**config.mk**
```make
export PLATFORM = sky130hd
export DESIGN_NAME = cg_iteration_sequencer
export DESIGN_NICKNAME = d
export VERILOG_FILES = /design/src/rtl/cg_pkg.sv /design/src/rtl/cg_chunk_feeder.sv /design/src/rtl/cg_iteration_sequencer.sv
export SDC_FILE = /design/constraint.sdc
export NUM_CORES = 1
export LEC_CHECK = 0
export ABC_AREA = 1
export CORE_UTILIZATION = 50
export DETAILED_ROUTE_END_ITERATION = 10
export GPL_TIMING_DRIVEN = 1
export PLACE_DENSITY = 0.82
export SETUP_SLACK_MARGIN = 0.1
export SLEW_MARGIN = 20
export SYNTH_ARGS = -nofsm -noshare
export SYNTH_HDL_FRONTEND = slang
export SYNTH_SLANG_ARGS = --single-unit
```
**constraint.sdc**
```tcl
create_clock -name clk -period 2.5 [get_ports clk]
set_input_delay 0.375 -clock clk [delete_from_list [all_inputs] [get_ports clk]]
set_output_delay 0.375 -clock clk [all_outputs]
set_load 0.005 [all_outputs]
```
**src/rtl/cg_pkg.sv**
```systemverilog
// Shared definitions for the conjugate-gradient iteration sequencer.
package cg_pkg;

  typedef enum logic [3:0] {
    S_IDLE,
    S_RR,
    S_MXV,
    S_ALPHA,
    S_UPD,
    S_RNEW,
    S_CHECK,
    S_BETA,
    S_PUPD,
    S_DONE
  } cg_state_e;

  localparam logic [31:0] DEFAULT_TOLERANCE = 32'h283424DC;

  // Ceiling log2; exact for the power-of-two unit counts used here.
  function automatic int unsigned cg_log2(input int unsigned value);
    int unsigned r;
    r = 0;
    for (int unsigned i = 0; i < 32; i++) begin
      if ((32'd1 << i) < value) r = i + 32'd1;
    end
    return r;
  endfunction

endpackage

```
**src/rtl/cg_chunk_feeder.sv**
```systemverilog
// Issues chunk-read strobes for one feed phase; gated by stage readiness or free-running every other cycle.
module cg_chunk_feeder
  import cg_pkg::*;
(
  input  logic        clk,
  input  logic        reset,
  input  logic        clear,
  input  logic        active,
  input  logic        gated,
  input  logic        stage_ready,
  input  logic [31:0] num_chunks,
  output logic        chunk_read,
  output logic [31:0] chunk_index,
  output logic        done_c
);

  logic        pending_q, pending_d;
  logic        read_q, read_d;
  logic [31:0] index_q, index_d;
  logic        fire_c;

  // First strobe after entry is unconditional; later ones need an idle cycle (and readiness when gated).
  always_comb begin
    pending_d = pending_q;
    read_d    = 1'b0;
    index_d   = index_q;
    fire_c    = 1'b0;
    if (clear) begin
      pending_d = 1'b1;
      index_d   = '0;
    end else if (active) begin
      pending_d = 1'b0;
      fire_c    = (index_q != num_chunks) &&
                  (pending_q || (!read_q && (!gated || stage_ready)));
      if (fire_c) begin
        read_d  = 1'b1;
        index_d = index_q + 32'd1;
      end
    end
  end

  always_ff @(posedge clk) begin
    if (reset) begin
      pending_q <= 1'b0;
      read_q    <= 1'b0;
      index_q   <= '0;
    end else begin
      pending_q <= pending_d;
      read_q    <= read_d;
      index_q   <= index_d;
    end
  end

  assign chunk_read  = read_q;
  assign chunk_index = index_q;
  assign done_c      = active && !pending_q && (index_q == num_chunks);

endmodule

```
**src/rtl/cg_iteration_sequencer.sv**
```systemverilog
// Central FSM sequencing one conjugate-gradient solve: stage holds, start strobes,
// shared chunk feeder, iteration count and tolerance/timeout exit.
module cg_iteration_sequencer
  import cg_pkg::*;
#(
  parameter int unsigned element_width = 32,
  parameter int unsigned no_of_units   = 8,
  parameter int unsigned iter_width    = 16
) (
  input  logic                     clk,
  input  logic                     reset,
  input  logic                     go,
  input  logic [31:0]              total,
  input  logic [iter_width-1:0]    max_iter,
  input  logic [element_width-1:0] tolerance,
  input  logic                     stage_ready,
  input  logic                     vXv1_finish,
  input  logic                     mXv1_finish,
  input  logic                     div1_finish,
  input  logic                     mul_add1_finish,
  input  logic                     mul_add2_finish,
  input  logic                     vXv3_finish,
  input  logic                     div2_finish,
  input  logic                     mul_add3_finish,
  input  logic [element_width-1:0] vXv3_result,
  output logic                     reset_vXv1,
  output logic                     reset_mXv1,
  output logic                     start_mul_add,
  output logic                     start_vXv3,
  output logic                     start_div2,
  output logic                     mul_add3_start,
  output logic                     chunk_read,
  output logic [31:0]              chunk_index,
  output logic [iter_width-1:0]    iteration,
  output logic                     busy,
  output logic                     finish_all,
  output logic                     converged,
  output logic                     timeout
);

  localparam int unsigned CHUNK_SHIFT = cg_log2(no_of_units);
  localparam logic [element_width-1:0] MAG_MASK = {1'b0, {(element_width-1){1'b1}}};

  cg_state_e                state_q, state_d;
  logic [iter_width-1:0]    iteration_q, iteration_d;
  logic [element_width-1:0] rnew_q, rnew_d;
  logic                     fin_seen_q, fin_seen_d;
  logic                     ma1_seen_q, ma1_seen_d;
  logic                     ma2_seen_q, ma2_seen_d;
  logic                     converged_q, converged_d;
  logic                     timeout_q, timeout_d;
  logic                     reset_vxv1_q, reset_vxv1_d;
  logic                     reset_mxv1_q, reset_mxv1_d;
  logic                     start_mul_add_q, start_mul_add_d;
  logic                     start_vxv3_q, start_vxv3_d;
  logic                     start_div2_q, start_div2_d;
  logic                     mul_add3_start_q, mul_add3_start_d;
  logic                     busy_q, busy_d;
  logic                     finish_all_q, finish_all_d;

  logic [31:0] num_chunks;
  logic        feed_enter_c, feed_active_c, feed_done_c, rnew_small_c;

  assign num_chunks    = total >> CHUNK_SHIFT;
  assign feed_active_c = (state_q == S_RR) || (state_q == S_RNEW);
  assign feed_enter_c  = ((state_d == S_RR) || (state_d == S_RNEW)) && (state_d != state_q);
  // Positive and magnitude within tolerance, compared as unsigned bit patterns.
  assign rnew_small_c  = !rnew_q[element_width-1] && ((rnew_q & MAG_MASK) <= (tolerance & MAG_MASK));

  cg_chunk_feeder u_feeder (
    .clk         (clk),
    .reset       (reset),
    .clear       (feed_enter_c),
    .active      (feed_active_c),
    .gated       (state_q == S_RR),
    .stage_ready (stage_ready),
    .num_chunks  (num_chunks),
    .chunk_read  (chunk_read),
    .chunk_index (chunk_index),
    .done_c      (feed_done_c)
  );

  always_comb begin
    state_d     = state_q;
    iteration_d = iteration_q;
    rnew_d      = rnew_q;
    fin_seen_d  = fin_seen_q;
    ma1_seen_d  = ma1_seen_q;
    ma2_seen_d  = ma2_seen_q;
    converged_d = converged_q;
    timeout_d   = timeout_q;

    case (state_q)
      S_IDLE, S_DONE: begin
        if (go) begin
          iteration_d = '0;
          converged_d = 1'b0;
          timeout_d   = 1'b0;
          if (max_iter == '0) begin
            state_d   = S_DONE;
            timeout_d = 1'b1;
          end else begin
            state_d = S_RR;
          end
        end
      end
      S_RR: begin
        if (vXv1_finish) fin_seen_d = 1'b1;
        if ((fin_seen_q || vXv1_finish) && feed_done_c) state_d = S_MXV;
      end
      S_MXV:   if (mXv1_finish) state_d = S_ALPHA;
      S_ALPHA: if (div1_finish) state_d = S_UPD;
      S_UPD: begin
        if (mul_add1_finish) ma1_seen_d = 1'b1;
        if (mul_add2_finish) ma2_seen_d = 1'b1;
        if ((ma1_seen_q || mul_add1_finish) && (ma2_seen_q || mul_add2_finish)) state_d = S_RNEW;
      end
      S_RNEW: begin
        if (vXv3_finish) begin
          fin_seen_d = 1'b1;
          rnew_d     = vXv3_result;
        end
        if ((fin_seen_q || vXv3_finish) && feed_done_c) state_d = S_CHECK;
      end
      S_CHECK: begin
        if (rnew_small_c) begin
          state_d     = S_DONE;
          converged_d = 1'b1;
        end else begin
          state_d = S_BETA;
        end
      end
      S_BETA: if (div2_finish) state_d = S_PUPD;
      S_PUPD: begin
        if (mul_add3_finish) begin
          iteration_d = iteration_q + iter_width'(1);
          if (iteration_d == max_iter) begin
            state_d   = S_DONE;
            timeout_d = 1'b1;
          end else begin
            state_d = S_RR;
          end
        end
      end
      default: state_d = S_IDLE;
    endcase

    // Per-state finish memory starts fresh on every transition.
    if (state_d != state_q) begin
      fin_seen_d = 1'b0;
      ma1_seen_d = 1'b0;
      ma2_seen_d = 1'b0;
    end

    reset_vxv1_d     = !(state_d inside {S_RR, S_MXV, S_ALPHA});
    reset_mxv1_d     = !(state_d inside {S_MXV, S_ALPHA});
    start_mul_add_d  = state_d inside {S_UPD, S_RNEW, S_CHECK, S_BETA, S_PUPD};
    start_vxv3_d     = (state_d == S_RNEW);
    start_div2_d     = (state_d == S_BETA) && (state_q != S_BETA);
    mul_add3_start_d = (state_d == S_PUPD) && (state_q != S_PUPD);
    busy_d           = !(state_d inside {S_IDLE, S_DONE});
    finish_all_d     = (state_d == S_DONE);
  end

  always_ff @(posedge clk) begin
    if (reset) begin
      state_q          <= S_IDLE;
      iteration_q      <= '0;
      rnew_q           <= '0;
      fin_seen_q       <= 1'b0;
      ma1_seen_q       <= 1'b0;
      ma2_seen_q       <= 1'b0;
      converged_q      <= 1'b0;
      timeout_q        <= 1'b0;
      reset_vxv1_q     <= 1'b1;
      reset_mxv1_q     <= 1'b1;
      start_mul_add_q  <= 1'b0;
      start_vxv3_q     <= 1'b0;
      start_div2_q     <= 1'b0;
      mul_add3_start_q <= 1'b0;
      busy_q           <= 1'b0;
      finish_all_q     <= 1'b0;
    end else begin
      state_q          <= state_d;
      iteration_q      <= iteration_d;
      rnew_q           <= rnew_d;
      fin_seen_q       <= fin_seen_d;
      ma1_seen_q       <= ma1_seen_d;
      ma2_seen_q       <= ma2_seen_d;
      converged_q      <= converged_d;
      timeout_q        <= timeout_d;
      reset_vxv1_q     <= reset_vxv1_d;
      reset_mxv1_q     <= reset_mxv1_d;
      start_mul_add_q  <= start_mul_add_d;
      start_vxv3_q     <= start_vxv3_d;
      start_div2_q     <= start_div2_d;
      mul_add3_start_q <= mul_add3_start_d;
      busy_q           <= busy_d;
      finish_all_q     <= finish_all_d;
    end
  end

  assign reset_vXv1     = reset_vxv1_q;
  assign reset_mXv1     = reset_mxv1_q;
  assign start_mul_add  = start_mul_add_q;
  assign start_vXv3     = start_vxv3_q;
  assign start_div2     = start_div2_q;
  assign mul_add3_start = mul_add3_start_q;
  assign iteration      = iteration_q;
  assign busy           = busy_q;
  assign finish_all     = finish_all_q;
  assign converged      = converged_q;
  assign timeout        = timeout_q;

endmodule

```
==> results of run 1 <==
[what timing repair did]
item | CTS | global route
endpoints found under the setup margin | 40 | 45
pin swaps | 17 | 47
hold endpoints to repair | 0 | 0
buffers inserted | 7 | 3
gates cloned | 1 | 0
gates resized for setup | 29 | 131
[state kept, by name, indices dropped and copies added, names as in the netlist, 4 cells and up]
name,cells
state_q,4
u_feeder.chunk_index,32
iteration,16
rnew_q,32
[worst max-delay path: stages]
cell and delay [ns]:
clkdlybuf4s50_1 0.48, inv_1 0.04, nand2_1 0.05, nand2_1 0.05, nor2_1 0.13, nand2_1 0.07
nor2_1 0.16, nand2_1 0.09, nor2_2 0.14, buf_6 0.14, nand3_2 0.10, nand2_2 0.13
nand3_2 0.13, nand2_1 0.09, nand2_1 0.08, nand3_2 0.09, nand2_2 0.07, nand2_4 0.12
buf_12 0.16, nor2_2 0.04
[path summary, 6_finish.rpt]
check / startpoint / end / cells after the start
worst max-delay path: total[13] / u_feeder.chunk_index[30] / 20
worst min-delay path: reset / rnew_q[4] / 2
worst min register to register: rnew_q[0] / rnew_q[0] / 2
worst max register to register: u_feeder.chunk_index[10] / u_feeder.chunk_index[30] / 19
[layer usage]
layer / track usage / vias to the layer above / routed length (µm) / part of all wire
met5: 0 / - / 0 / 0
met4: 0.1123 / 0 / 546 / 0.026
met3: 0.05220 / 45 / 1411 / 0.068
met2: 0.4821 / 278 / 10150 / 0.49
met1: 0.3510 / 3508 / 8669 / 0.42
li1: - / 3855 / - / -
[placed cells by master (no fill, tap or decap), drive strengths merged]
| cell | count |
|---|---|
| a211oi | 7 |
| a21o | 2 |
| a21oi | 64 |
| a221oi | 1 |
| a31oi | 5 |
| buf | 74 |
| bufinv | 1 |
| clkbuf | 9 |
| clkdlybuf4s50 | 161 |
| clkinv | 4 |
| clkinvlp | 2 |
| dfxtp | 99 |
| dlymetal6s2s | 16 |
| ha | 33 |
| inv | 198 |
| mux2 | 8 |
| nand2 | 306 |
| nand2b | 1 |
| nand3 | 81 |
| nand3b | 6 |
| nand4 | 28 |
| nor2 | 119 |
| nor3 | 21 |
| nor3b | 3 |
| nor4 | 9 |
| o211ai | 1 |
| o21a | 1 |
| o21ai | 13 |
| o21bai | 1 |
| o221ai | 1 |
| or2 | 2 |
| xnor2 | 5 |
| xnor3 | 1 |
| xor2 | 32 |
[layout make-up]
cell class                      count  area (µm²)  area share
Sequential cell                    99        1998      0.1955
Inverter                          198       745.7     0.07296
Clock inverter                      7       76.32    0.007467
Multi-Input combinational cell    751        4513      0.4415
Tap cell                          176       220.2     0.02154
Clock buffer                        9       225.2     0.02203
Timing Repair Buffer              251        2442      0.2390
[cells by family after synthesis]
logic type,count (synthesis),share of synthesized area
simple gates,576,0.3783
buf+inv,222,0.1300
flops,99,0.2901
compound gates,96,0.07728
xor+xnor,38,0.05072
fa+ha+maj,33,0.06043
mux,8,0.01318
[power groups by stage]
| stage | logic, mW | clock network [mW] | registers, mW |
|---|---|---|---|
| after global placement | 0.883 | 0 | 1.70 |
| final | 1.03 | 1.46 | 1.68 |
| after CTS | 0.973 | 1.46 | 1.67 |
| after floorplan | 0.450 | 0 | 1.70 |
| after detailed placement | 0.897 | 0 | 1.70 |
| after global routing | 1.12 | 1.53 | 1.68 |
[metrics by stage]
step / utilization / instances / setup WS, ns
2_1_floorplan: - / 1072 / 0.2627
3_3_place_gp: 0.6933 / 1466 / -0.3962
3_5_place_dp: 0.6933 / 1466 / -0.4603
4_1_cts: 0.7297 / 1490 / -0.04305
5_1_grt: 0.7688 / 1491 / -0.1051
6_report: 0.7688 / 1491 / 0.01239
==> flow_summary.yaml, run 1 <==
clock_tree:
  numCtsBuffers: 9
  cts_tree: "yes"
  cts_htree_levels: 3
  clock_sinks: 99
  hold_buffers: 0
  clk_path_buf_depth: 2
  clk_pin_slew_worst_paths_ns: 0.07
  insertion_delay_ns: 0.36
  cts-root-buf: "clkbuf_16"
run_status:
  outcome: "completed"
grt:
  antenna_found_initial: 0
  grt-ovfl-total: 0
  grt_pass1_vias: 6953
  grt_max_degree: 35
  grt.total_usage: 0.2828
  grt_pass1_wl_um: 32330
floorplanning:
  dieArea_um2: 14140
  coreArea_um2: 13300
  start_util: 0.5139
  boundaryPins: 183
  die_h_um: 118.9
  die_w_um: 118.9
  core.rowCount: 42
worst_setup_path:
  cp-start-kind: "primary input"
  worstSetupPathType: "in -> reg"
  cp-end-kind: "flop"
  reg2reg_slack_ns: 0.03
  critPathArrivalTime_ns: 2.75
  required_ns: 2.76
  crit_path_max_fanout: 8
timing:
  setup_viol: 0
  hold_violations: 0
  whs_ns: 0.2514
  setup-tns-final_ns: 0
  fin_skew_ns: 0.008294
  timing.fmax_mhz: 402.0
  rsz0062_at_grt: "yes"
  worst_slew_pin_slew_ns: 0.5351
  period_share: 0.9950
  slew_headroom: 0.6405
  timing.final.max_slew_violations: 0
  period_needed_ns: 2.488
yosys:
  synth_ff_type: "dfxtp_1"
  synth.net_count: 1229
  yosys_warnings: 0
  yosysMostFrequentCell: "nand2_1"
  yosysSeqAreaShare: 0.2901
  postSynthCellCount: 1072
  synth_top_area_frac: 0.2901
  synthTopCellsByArea: "dfxtp_1, nand2_1, inv_1"
  avgSynthCellArea_um2: 6.374
  synth_edf_count: 0
  async_flop_share: 0
  synth.largest_area_cell: "dfxtp_1"
  ys_top_cells_by_count: "nand2_1, inv_1, dfxtp_1"
  syn_area_um2: 6833
  ys_types: 43
  synth-seq-cells: 99
drt:
  drtAntennaViolNets: 0
  first_pass_iters: 5
  drc: 0
  via_per_inst: 5.155
  drtIter0Drc: 491
  avgRoutedWirePerCell_um: 13.94
  totalWireLength_um: 20780
  vias: 7686
pwr:
  switching_power_mw: 1.235
  irDropWorstVdd_uv: 290.3
  p_comb_frac: 0.248
  p_seq_frac: 0.403
  internal-power_mw: 2.928
  p_total_mw: 4.162
  clock_power_share: 0.350
  p_per_area_nw_per_um2: 407.2
  swShare: 0.2966
  leakage_nw: 4.481
placement:
  placed_area_um2: 9218
  hpwlAfterDp_um: 14740
  globalplace.congestion: 0.9331
  io_buffers: 178
finish:
  final_net_count: 1467
  fillers: 956
  drive_above_1_share: 0.1970
  area_growth_pct: 49.59
  diodes: 0
  stdcell_area_um2: 10220
job:
  maxCapViolCount: 0
min_path:
  min_path_type: "in -> reg"
Power figures use the tool's default switching activity.
==> run 2, diff against run 1 <==
- CAP_MARGIN: unset -> 20
==> results of run 2 <==
No change in the layout: final DEF, timing and power equal those of run 1.
